## config.mk

```make
export PLATFORM = sky130hd
export DESIGN_NAME = hazard_scoreboard_flat
export DESIGN_NICKNAME = d
export VERILOG_FILES = /design/src/rtl/hazard_scoreboard_pkg.sv /design/src/rtl/hazard_scoreboard_if.sv /design/src/rtl/hazard_match.sv /design/src/rtl/hazard_scoreboard.sv /design/src/flat_wrapper.sv
export SDC_FILE = /design/constraint.sdc
export NUM_CORES = 1
export LEC_CHECK = 0
export BUFFER_PORTS_ARGS = -buffer_cell sky130_fd_sc_hd__buf_2
export CAP_MARGIN = 20
export CORE_MARGIN = 2
export CORE_UTILIZATION = 58
export DETAILED_ROUTE_END_ITERATION = 8
export PLACE_DENSITY = 0.8
export SETUP_SLACK_MARGIN = 0.4
export SYNTH_ARGS = -nofsm -noshare
export SYNTH_HDL_FRONTEND = slang
export SYNTH_HIERARCHICAL = 1
export SYNTH_SLANG_ARGS = --single-unit
export TNS_END_PERCENT = 50
```

## constraint.sdc

```tcl
create_clock -name clk -period 3.4 [get_ports clk]
set_input_delay 0.34 -clock clk [delete_from_list [all_inputs] [get_ports clk]]
set_output_delay 0.34 -clock clk [all_outputs]
set_load 0.05 [all_outputs]
```

## src/rtl/hazard_scoreboard_pkg.sv

```systemverilog
// Shared encodings for the D-stage hazard scoreboard: Tnew/Tuse codes,
// forwarding-select codes, multiply/divide start codes and stage records.
package hazard_scoreboard_pkg;

   // Tnew: cycles from E entry until the result can be forwarded
   localparam logic [1:0] TNEW_JAL  = 2'd0;
   localparam logic [1:0] TNEW_ALU  = 2'd1;
   localparam logic [1:0] TNEW_LOAD = 2'd2;

   // Tuse: stage in which the D instruction first needs the operand
   localparam logic [1:0] TUSE_D    = 2'd0;
   localparam logic [1:0] TUSE_E    = 2'd1;
   localparam logic [1:0] TUSE_M    = 2'd2;
   localparam logic [1:0] TUSE_NONE = 2'd3;

   // Operand-mux source selects
   localparam logic [1:0] FWD_GRF = 2'd0;
   localparam logic [1:0] FWD_E   = 2'd1;
   localparam logic [1:0] FWD_M   = 2'd2;
   localparam logic [1:0] FWD_W   = 2'd3;

   // Multiply/divide start codes
   localparam logic [1:0] MD_NONE = 2'b00;
   localparam logic [1:0] MD_MULT = 2'b01;
   localparam logic [1:0] MD_DIV  = 2'b10;

   localparam int MULT_CYCLES_DEF = 5;
   localparam int DIV_CYCLES_DEF  = 10;

   // E entry keeps sources for E-side forwarding and the md-start type
   typedef struct packed {
      logic [4:0] rs;
      logic [4:0] rt;
      logic [4:0] dst;
      logic [1:0] tnew;
      logic [1:0] md;
   } e_stage_t;

   // M/W entries only ever act as producers
   typedef struct packed {
      logic [4:0] dst;
      logic [1:0] tnew;
   } mw_stage_t;

   // Remaining latency one stage later, saturating at zero
   function automatic logic [1:0] tnew_dec(input logic [1:0] t);
      return (t == 2'd0) ? 2'd0 : t - 2'd1;
   endfunction

endpackage

```

## src/rtl/hazard_scoreboard_if.sv

```systemverilog
// D-stage request / hazard-control response bundle between the pipeline
// (master) and the scoreboard (slave).
interface hazard_scoreboard_if;
   import hazard_scoreboard_pkg::*;

   logic [4:0] D_rs;
   logic [4:0] D_rt;
   logic [1:0] D_tuse_rs;
   logic [1:0] D_tuse_rt;
   logic [4:0] D_dst;
   logic [1:0] D_tnew;
   logic [1:0] D_md_start;
   logic       D_md_use;

   logic       stall;
   logic [1:0] D_fwd_rs;
   logic [1:0] D_fwd_rt;
   logic [1:0] E_fwd_rs;
   logic [1:0] E_fwd_rt;
   logic       md_busy;

   modport master (
      output D_rs, D_rt, D_tuse_rs, D_tuse_rt, D_dst, D_tnew, D_md_start, D_md_use,
      input  stall, D_fwd_rs, D_fwd_rt, E_fwd_rs, E_fwd_rt, md_busy
   );

   modport slave (
      input  D_rs, D_rt, D_tuse_rs, D_tuse_rt, D_dst, D_tnew, D_md_start, D_md_use,
      output stall, D_fwd_rs, D_fwd_rt, E_fwd_rs, E_fwd_rt, md_busy
   );

endinterface

```

## src/rtl/hazard_match.sv

```systemverilog
// One consumer-source vs one producer-stage comparison. Register 0 never
// matches; a match is forwardable once the producer's Tnew reaches zero and
// must stall while the producer is later than the consumer's Tuse.
module hazard_match
   import hazard_scoreboard_pkg::*;
(
   input  logic [4:0] src_i,
   input  logic [4:0] dst_i,
   input  logic [1:0] tnew_i,
   input  logic [1:0] tuse_i,
   output logic       match_o,
   output logic       ready_o,
   output logic       stall_o
);

   assign match_o = (src_i != '0) && (src_i == dst_i);
   assign ready_o = match_o && (tnew_i == '0);
   assign stall_o = match_o && (tuse_i != TUSE_NONE) && (tnew_i > tuse_i);

endmodule

```

## src/rtl/hazard_scoreboard.sv

```systemverilog
// Hazard scoreboard: tracks dst/Tnew of the E/M/W instructions, owns the
// multiply/divide busy counter, and produces the D-stage stall plus the
// D-side and E-side forwarding selects.
module hazard_scoreboard
   import hazard_scoreboard_pkg::*;
#(
   parameter int MULT_CYCLES = MULT_CYCLES_DEF,
   parameter int DIV_CYCLES  = DIV_CYCLES_DEF
)(
   input  logic                clk,
   input  logic                reset_n,
   hazard_scoreboard_if.slave  hs
);

   localparam int NSTG = 3;   // producer stage index: 0 = E, 1 = M, 2 = W

   e_stage_t   e_q, e_d;
   mw_stage_t  m_q, m_d, w_q, w_d;
   logic [3:0] md_cnt_q, md_cnt_d;

   logic [NSTG-1:0][4:0] stg_dst;
   logic [NSTG-1:0][1:0] stg_tnew;

   // consumer source index: 0 = rs, 1 = rt
   logic [1:0][4:0]      d_src, e_src;
   logic [1:0][1:0]      d_tuse;
   logic [1:0][NSTG-1:0] d_match, d_ready, d_stall;
   logic [1:0][1:0]      e_match, e_ready, e_stall_unused;   // [src][stage-1]
   logic [1:0][1:0]      d_fwd, e_fwd;

   logic e_md_start, md_stall, stall;

   assign stg_dst  = {w_q.dst,  m_q.dst,  e_q.dst};
   assign stg_tnew = {w_q.tnew, m_q.tnew, e_q.tnew};
   assign d_src    = {hs.D_rt, hs.D_rs};
   assign d_tuse   = {hs.D_tuse_rt, hs.D_tuse_rs};
   assign e_src    = {e_q.rt, e_q.rs};

   for (genvar s = 0; s < 2; s++) begin : g_src
      for (genvar g = 0; g < NSTG; g++) begin : g_d
         hazard_match u_d (
            .src_i   (d_src[s]),
            .dst_i   (stg_dst[g]),
            .tnew_i  (stg_tnew[g]),
            .tuse_i  (d_tuse[s]),
            .match_o (d_match[s][g]),
            .ready_o (d_ready[s][g]),
            .stall_o (d_stall[s][g])
         );
      end
      // E operands are already committed to issue, so they never stall
      for (genvar g = 1; g < NSTG; g++) begin : g_e
         hazard_match u_e (
            .src_i   (e_src[s]),
            .dst_i   (stg_dst[g]),
            .tnew_i  (stg_tnew[g]),
            .tuse_i  (TUSE_NONE),
            .match_o (e_match[s][g-1]),
            .ready_o (e_ready[s][g-1]),
            .stall_o (e_stall_unused[s][g-1])
         );
      end
   end

   assign e_md_start = (e_q.md == MD_MULT) || (e_q.md == MD_DIV);
   assign md_stall   = hs.D_md_use && ((md_cnt_q != '0) || e_md_start);
   assign stall      = (|d_stall) || md_stall;

   // Youngest matching producer wins; a not-yet-ready match reads GRF under stall
   always_comb begin
      d_fwd = '0;
      e_fwd = '0;
      for (int s = 0; s < 2; s++) begin
         if (d_match[s][0])      d_fwd[s] = d_ready[s][0] ? FWD_E : FWD_GRF;
         else if (d_match[s][1]) d_fwd[s] = d_ready[s][1] ? FWD_M : FWD_GRF;
         else if (d_match[s][2]) d_fwd[s] = d_ready[s][2] ? FWD_W : FWD_GRF;
         if (e_match[s][0])      e_fwd[s] = e_ready[s][0] ? FWD_M : FWD_GRF;
         else if (e_match[s][1]) e_fwd[s] = e_ready[s][1] ? FWD_W : FWD_GRF;
      end
   end

   // Stage advance: D enters E unless stalled (bubble), Tnew ages each stage
   always_comb begin
      e_d = '0;
      if (!stall) begin
         e_d.rs   = hs.D_rs;
         e_d.rt   = hs.D_rt;
         e_d.dst  = hs.D_dst;
         e_d.tnew = hs.D_tnew;
         e_d.md   = hs.D_md_start;
      end
      m_d.dst  = e_q.dst;
      m_d.tnew = tnew_dec(e_q.tnew);
      w_d.dst  = m_q.dst;
      w_d.tnew = tnew_dec(m_q.tnew);
   end

   // Busy counter: reloads when an md op sits in E, otherwise drains to zero
   always_comb begin
      md_cnt_d = md_cnt_q;
      if (e_q.md == MD_MULT)     md_cnt_d = 4'(MULT_CYCLES);
      else if (e_q.md == MD_DIV) md_cnt_d = 4'(DIV_CYCLES);
      else if (md_cnt_q != '0)   md_cnt_d = md_cnt_q - 4'd1;
   end

   // Pipeline-shadow state; reset empties every stage and the counter
   always_ff @(posedge clk or negedge reset_n) begin
      if (!reset_n) begin
         e_q      <= '0;
         m_q      <= '0;
         w_q      <= '0;
         md_cnt_q <= '0;
      end else begin
         e_q      <= e_d;
         m_q      <= m_d;
         w_q      <= w_d;
         md_cnt_q <= md_cnt_d;
      end
   end

   assign hs.stall    = stall;
   assign hs.D_fwd_rs = d_fwd[0];
   assign hs.D_fwd_rt = d_fwd[1];
   assign hs.E_fwd_rs = e_fwd[0];
   assign hs.E_fwd_rt = e_fwd[1];
   assign hs.md_busy  = (md_cnt_q != '0);

endmodule

```

## src/flat_wrapper.sv

```systemverilog
// flat-port wrapper written by rule: the top's interface ports become plain ports
module hazard_scoreboard_flat import hazard_scoreboard_pkg::*;
#(
   parameter int MULT_CYCLES = MULT_CYCLES_DEF,
   parameter int DIV_CYCLES  = DIV_CYCLES_DEF
)
  (clk, reset_n, hs_D_rs, hs_D_rt, hs_D_tuse_rs, hs_D_tuse_rt, hs_D_dst, hs_D_tnew, hs_D_md_start, hs_D_md_use, hs_stall, hs_D_fwd_rs, hs_D_fwd_rt, hs_E_fwd_rs, hs_E_fwd_rt, hs_md_busy);
  hazard_scoreboard_if hs_i ();
  input  logic clk;
  input  logic reset_n;
  input wire logic [$bits(hs_i.D_rs)-1:0] hs_D_rs;
  input wire logic [$bits(hs_i.D_rt)-1:0] hs_D_rt;
  input wire logic [$bits(hs_i.D_tuse_rs)-1:0] hs_D_tuse_rs;
  input wire logic [$bits(hs_i.D_tuse_rt)-1:0] hs_D_tuse_rt;
  input wire logic [$bits(hs_i.D_dst)-1:0] hs_D_dst;
  input wire logic [$bits(hs_i.D_tnew)-1:0] hs_D_tnew;
  input wire logic [$bits(hs_i.D_md_start)-1:0] hs_D_md_start;
  input wire logic [$bits(hs_i.D_md_use)-1:0] hs_D_md_use;
  output wire logic [$bits(hs_i.stall)-1:0] hs_stall;
  output wire logic [$bits(hs_i.D_fwd_rs)-1:0] hs_D_fwd_rs;
  output wire logic [$bits(hs_i.D_fwd_rt)-1:0] hs_D_fwd_rt;
  output wire logic [$bits(hs_i.E_fwd_rs)-1:0] hs_E_fwd_rs;
  output wire logic [$bits(hs_i.E_fwd_rt)-1:0] hs_E_fwd_rt;
  output wire logic [$bits(hs_i.md_busy)-1:0] hs_md_busy;
  assign hs_i.D_rs = hs_D_rs;
  assign hs_i.D_rt = hs_D_rt;
  assign hs_i.D_tuse_rs = hs_D_tuse_rs;
  assign hs_i.D_tuse_rt = hs_D_tuse_rt;
  assign hs_i.D_dst = hs_D_dst;
  assign hs_i.D_tnew = hs_D_tnew;
  assign hs_i.D_md_start = hs_D_md_start;
  assign hs_i.D_md_use = hs_D_md_use;
  assign hs_stall = hs_i.stall;
  assign hs_D_fwd_rs = hs_i.D_fwd_rs;
  assign hs_D_fwd_rt = hs_i.D_fwd_rt;
  assign hs_E_fwd_rs = hs_i.E_fwd_rs;
  assign hs_E_fwd_rt = hs_i.E_fwd_rt;
  assign hs_md_busy = hs_i.md_busy;
  hazard_scoreboard #(.MULT_CYCLES(MULT_CYCLES), .DIV_CYCLES(DIV_CYCLES)) u_core (.clk(clk), .reset_n(reset_n), .hs(hs_i));
endmodule
```

[After elaboration in Yosys (flattened, before gate mapping)]
Index checks and enable logic that the tools add are counted.
Storage, ports and cells
  bits in registers: 37
  bits in latches: 0
  RAM bits: 0
  ROM bits: 0
  bits of input ports: 26
  logic and storage cells: 105
  memories kept: 0
Cells by class
  $add $sub $neg: 3
  multipliers: 0
  divide/modulo/power cells: 0
  $lt $le $gt $ge: 6
  equal/unequal tests: 14
  shifts and indexed selects: 0
  multiplexer cells: 26
  bitwise operators: 0
  reduce and logical (&&, ||, !) cells: 46
Operators by type and width (number)
  == test 5 bit: 10
  two-way mux 2 bit: 20
  logical AND 1 bit: 33
  nonzero test 5 bit: 4
  two-way mux 19 bit: 1
  greater-than comparator 2 bit: 6
  two-way mux 4 bit: 3
  zero test 2 bit: 3
  OR reduction 6 bit: 1
  inequality test 2 bit, second input constant: 2
  nonzero test 4 bit: 1
  subtractor 2 x 1 -> 2 bit, second input constant: 2
  subtractor 4 x 1 -> 4 bit, second input constant: 1
  logical OR 1 bit: 3
  nonzero test 3 bit: 1
  == test 2 x 1 -> 1 bit, second input constant: 1
  == test 2 bit, second input constant: 1
  two-way mux 1 bit: 2

[Depth between registers and ports, before layout]
  depth in word-level cells: 7
  gate-level depth with buffers: 9
  gate-level depth less buffers: 8

[Modules after synthesis]
Netlist, hierarchy kept.
Modules (own cells, without submodules)
  hazard_scoreboard: times used 1, cells each 106, area each 1378.8 µm²
  hazard_match: times used 10, cells each 19, area each 135.1 µm²

[Worst setup path after synthesis]
OpenSTA, ideal clock, no wires.
  path kind: input -> output
  from: in hs_D_rt[0]
  to: out hs_stall
  arrival time: 2371 ps
  required time: 3060 ps
  path slack: 689 ps
  stages on the path: 7
  buffers on the path: 1
  path through: or4_1 > a21oi_2 > nor3_1 > or4_4 > a2111oi_4 > buf_6 > inv_1
RTL lines
  from (decl): line flat_wrapper.sv:12  | input wire logic [$bits(hs_i.D_rt)-1:0] hs_D_rt;
  to (decl): line flat_wrapper.sv:19  | output wire logic [$bits(hs_i.stall)-1:0] hs_stall;

==> results.json <==
{
  "p_leak_nw": 1.26,
  "synth.cell_area_mm2": 0.00250,
  "netlist_instances": 263,
  "grt_use_total_pct": 24.7,
  "rsz0062_at_grt": "false",
  "utilization_pct": 69.7,
  "hold_viol_final": 0,
  "dp_cells": 346,
  "setup_tns_ps": 0,
  "cp_max_fo": 5,
  "ctsHoldBuffers": 0,
  "root_buffer": "clkbuf_8",
  "die_x_um": 69.7,
  "clk_latency_ps": 290,
  "die_area_mm2": 0.00485,
  "end_kind": "output pin",
  "wirelength_um": 5420,
  "tightest_slew_ps": 771,
  "wl_per_cell_um": 15.1,
  "grt_pass1_vias": 2093,
  "hold_path_class": "in -> async",
  "nFillCells": 334,
  "antenna_found_initial": 0,
  "worstSetupPathType": "reg -> out",
  "clkTransAtPathRegs_ps": 60,
  "place.port_buffers": 35,
  "dr_total_vias": 2028,
  "numClockSinks": 37,
  "grt_max_degree": 38,
  "overflow": 0,
  "dp_hpwl_um": 4120,
  "slew_violations": 0,
  "cts_buffers": 5,
  "cts_tree": "yes",
  "period_share_pct": 82.9,
  "synth_warnings": 6,
  "setup_viol": 0,
  "outcome": "completed",
  "gp_congestion": 0.939,
  "whs_ps": 126,
  "worstPathRequired_ps": 3060,
  "postRouteAntennaNets": 0,
  "p_per_area_mw_per_mm2": 469,
  "area_growth_pct": 14.0,
  "start_util_pct": 61.2,
  "fin_crit_ps": 2820,
  "power_mw": 1.34,
  "finalNonFillerCells": 358,
  "arrival_ps": 2480,
  "firstDrtPassIters": 4,
  "h-tree-depth": 2,
  "final_net_count": 349,
  "avgSynthCellArea_um2": 9.51,
  "cap_violations": 0,
  "mappedNetlistNets": 304,
  "std_cell_rows": 23,
  "core_area_mm2": 0.00409,
  "pin_count": 36,
  "relSlewSlack_pct": 48.6,
  "n_antenna_cell": 0,
  "grt_pass1_wl_um": 9490,
  "drt_iter0_markers": 127,
  "drive_gt1_share_pct": 24.0,
  "start_kind": "register",
  "ir_drop_mv": 0.345,
  "skew_ps": 3.86,
  "vias_per_cell": 5.66,
  "clk_path_buf_depth": 2,
  "die_h_um": 69.7,
  "timing.fmax_mhz": 355,
  "drc": 0
}
-- metal layers --
metal  track usage (%)  wire length, um
met1              30.8             2320
met2              41.1             2750
met3              5.09              204
met4              11.5              143
met5                 0                0
-- layout make-up --
class / instances / area (um^2) / share of cell area, %
inverters: 19 / 71.3 / 2.50
well taps: 50 / 62.6 / 2.19
multi-input cells: 204 / 1480 / 51.8
flip-flops and latches: 37 / 930 / 32.6
repair buffers: 41 / 223 / 7.81
clock buffers: 7 / 86.3 / 3.03
-- sequential cells by signal, summed over array words and instances, names as in the netlist --
signal and cells:
u_core/stg_dst 5, u_core/md_cnt_q 4, u_core/e_q 19, u_core/stg_tnew 2, u_core/m_q 7
-- per-stage QoR --
stage          cell area [um^2]  setup WS, ps
6_report                   2850           583
3_5_place_dp               2720           556
5_1_grt                    2850           473
3_3_place_gp               2720           568
4_1_cts                    2810           408
2_1_floorplan              2500           689
-- power by group --
part	switching, mW	internal, mW	total, mW	leakage, nW
Combinational	0.222	0.214	0.436	0.745
Sequential	0.0944	0.510	0.604	0.470
Clock	0.136	0.160	0.296	0.0443
Total	0.453	0.884	1.34	1.26
-- cells in the final DEF, fill, tap and decap left out --
cell and count:
inv_1 19, dfrtp_1 34, nor2b_1 8, clkbuf_1 1, o21ai_1 3, dfrtp_2 3
nor3_1 9, and2_1 20, or4_4 1, ha_1 15, or3b_2 1, a21oi_1 3
and2_2 11, nand3b_1 3, nand2_1 6, a211o_1 1, a2111oi_4 1, nor2_1 24
o21ai_0 6, buf_2 34, a311oi_1 1, buf_4 7, clkbuf_8 6, nor4_1 10
a21o_1 3, xnor2_1 40, nand4bb_1 1, or4_1 10, mux2i_1 1, a21oi_2 10
a22oi_1 6, nand4_1 10
-- final timing paths --
check / from / endpoint / slack (ps) / depth (start not counted)
worst min register to register: u_core/e_q[7]$_DFF_PN0_ / u_core/m_q[5]$_DFF_PN0_ / 450 / 0
max in group asynchronous: reset_n / u_core/stg_tnew[5]$_DFF_PN0_ / 2730 / 1
min in group clk: hs_D_dst[1] / u_core/e_q[5]$_DFF_PN0_ / 250 / 2
worst min-delay path: reset_n / u_core/md_cnt_q[0]$_DFFE_PN0P_ / 130 / 1
worst max register to register: u_core/stg_tnew[5]$_DFF_PN0_ / u_core/e_q[10]$_DFF_PN0_ / 1020 / 8
worst max-delay path: u_core/stg_tnew[5]$_DFF_PN0_ / hs_stall / 580 / 8
-- repair_timing --
action / 4_1_cts / 5_1_grt
hold endpoints to repair: 0 / 0
buffers inserted: 0 / 5
endpoints found under the setup margin: 1 / 1
resized for setup: 4 / 3
pin swaps: 0 / 2
-- worst max-delay path: stages (launching register included) --
cell and delay (ps):
dfrtp_2 460, ha_1 320, nor2b_1 130, o21ai_1 160, nor3_1 60, or4_4 530, a2111oi_4 220, inv_1 110
buf_4 200
No activity file was read; power rests on OpenSTA's default activity.
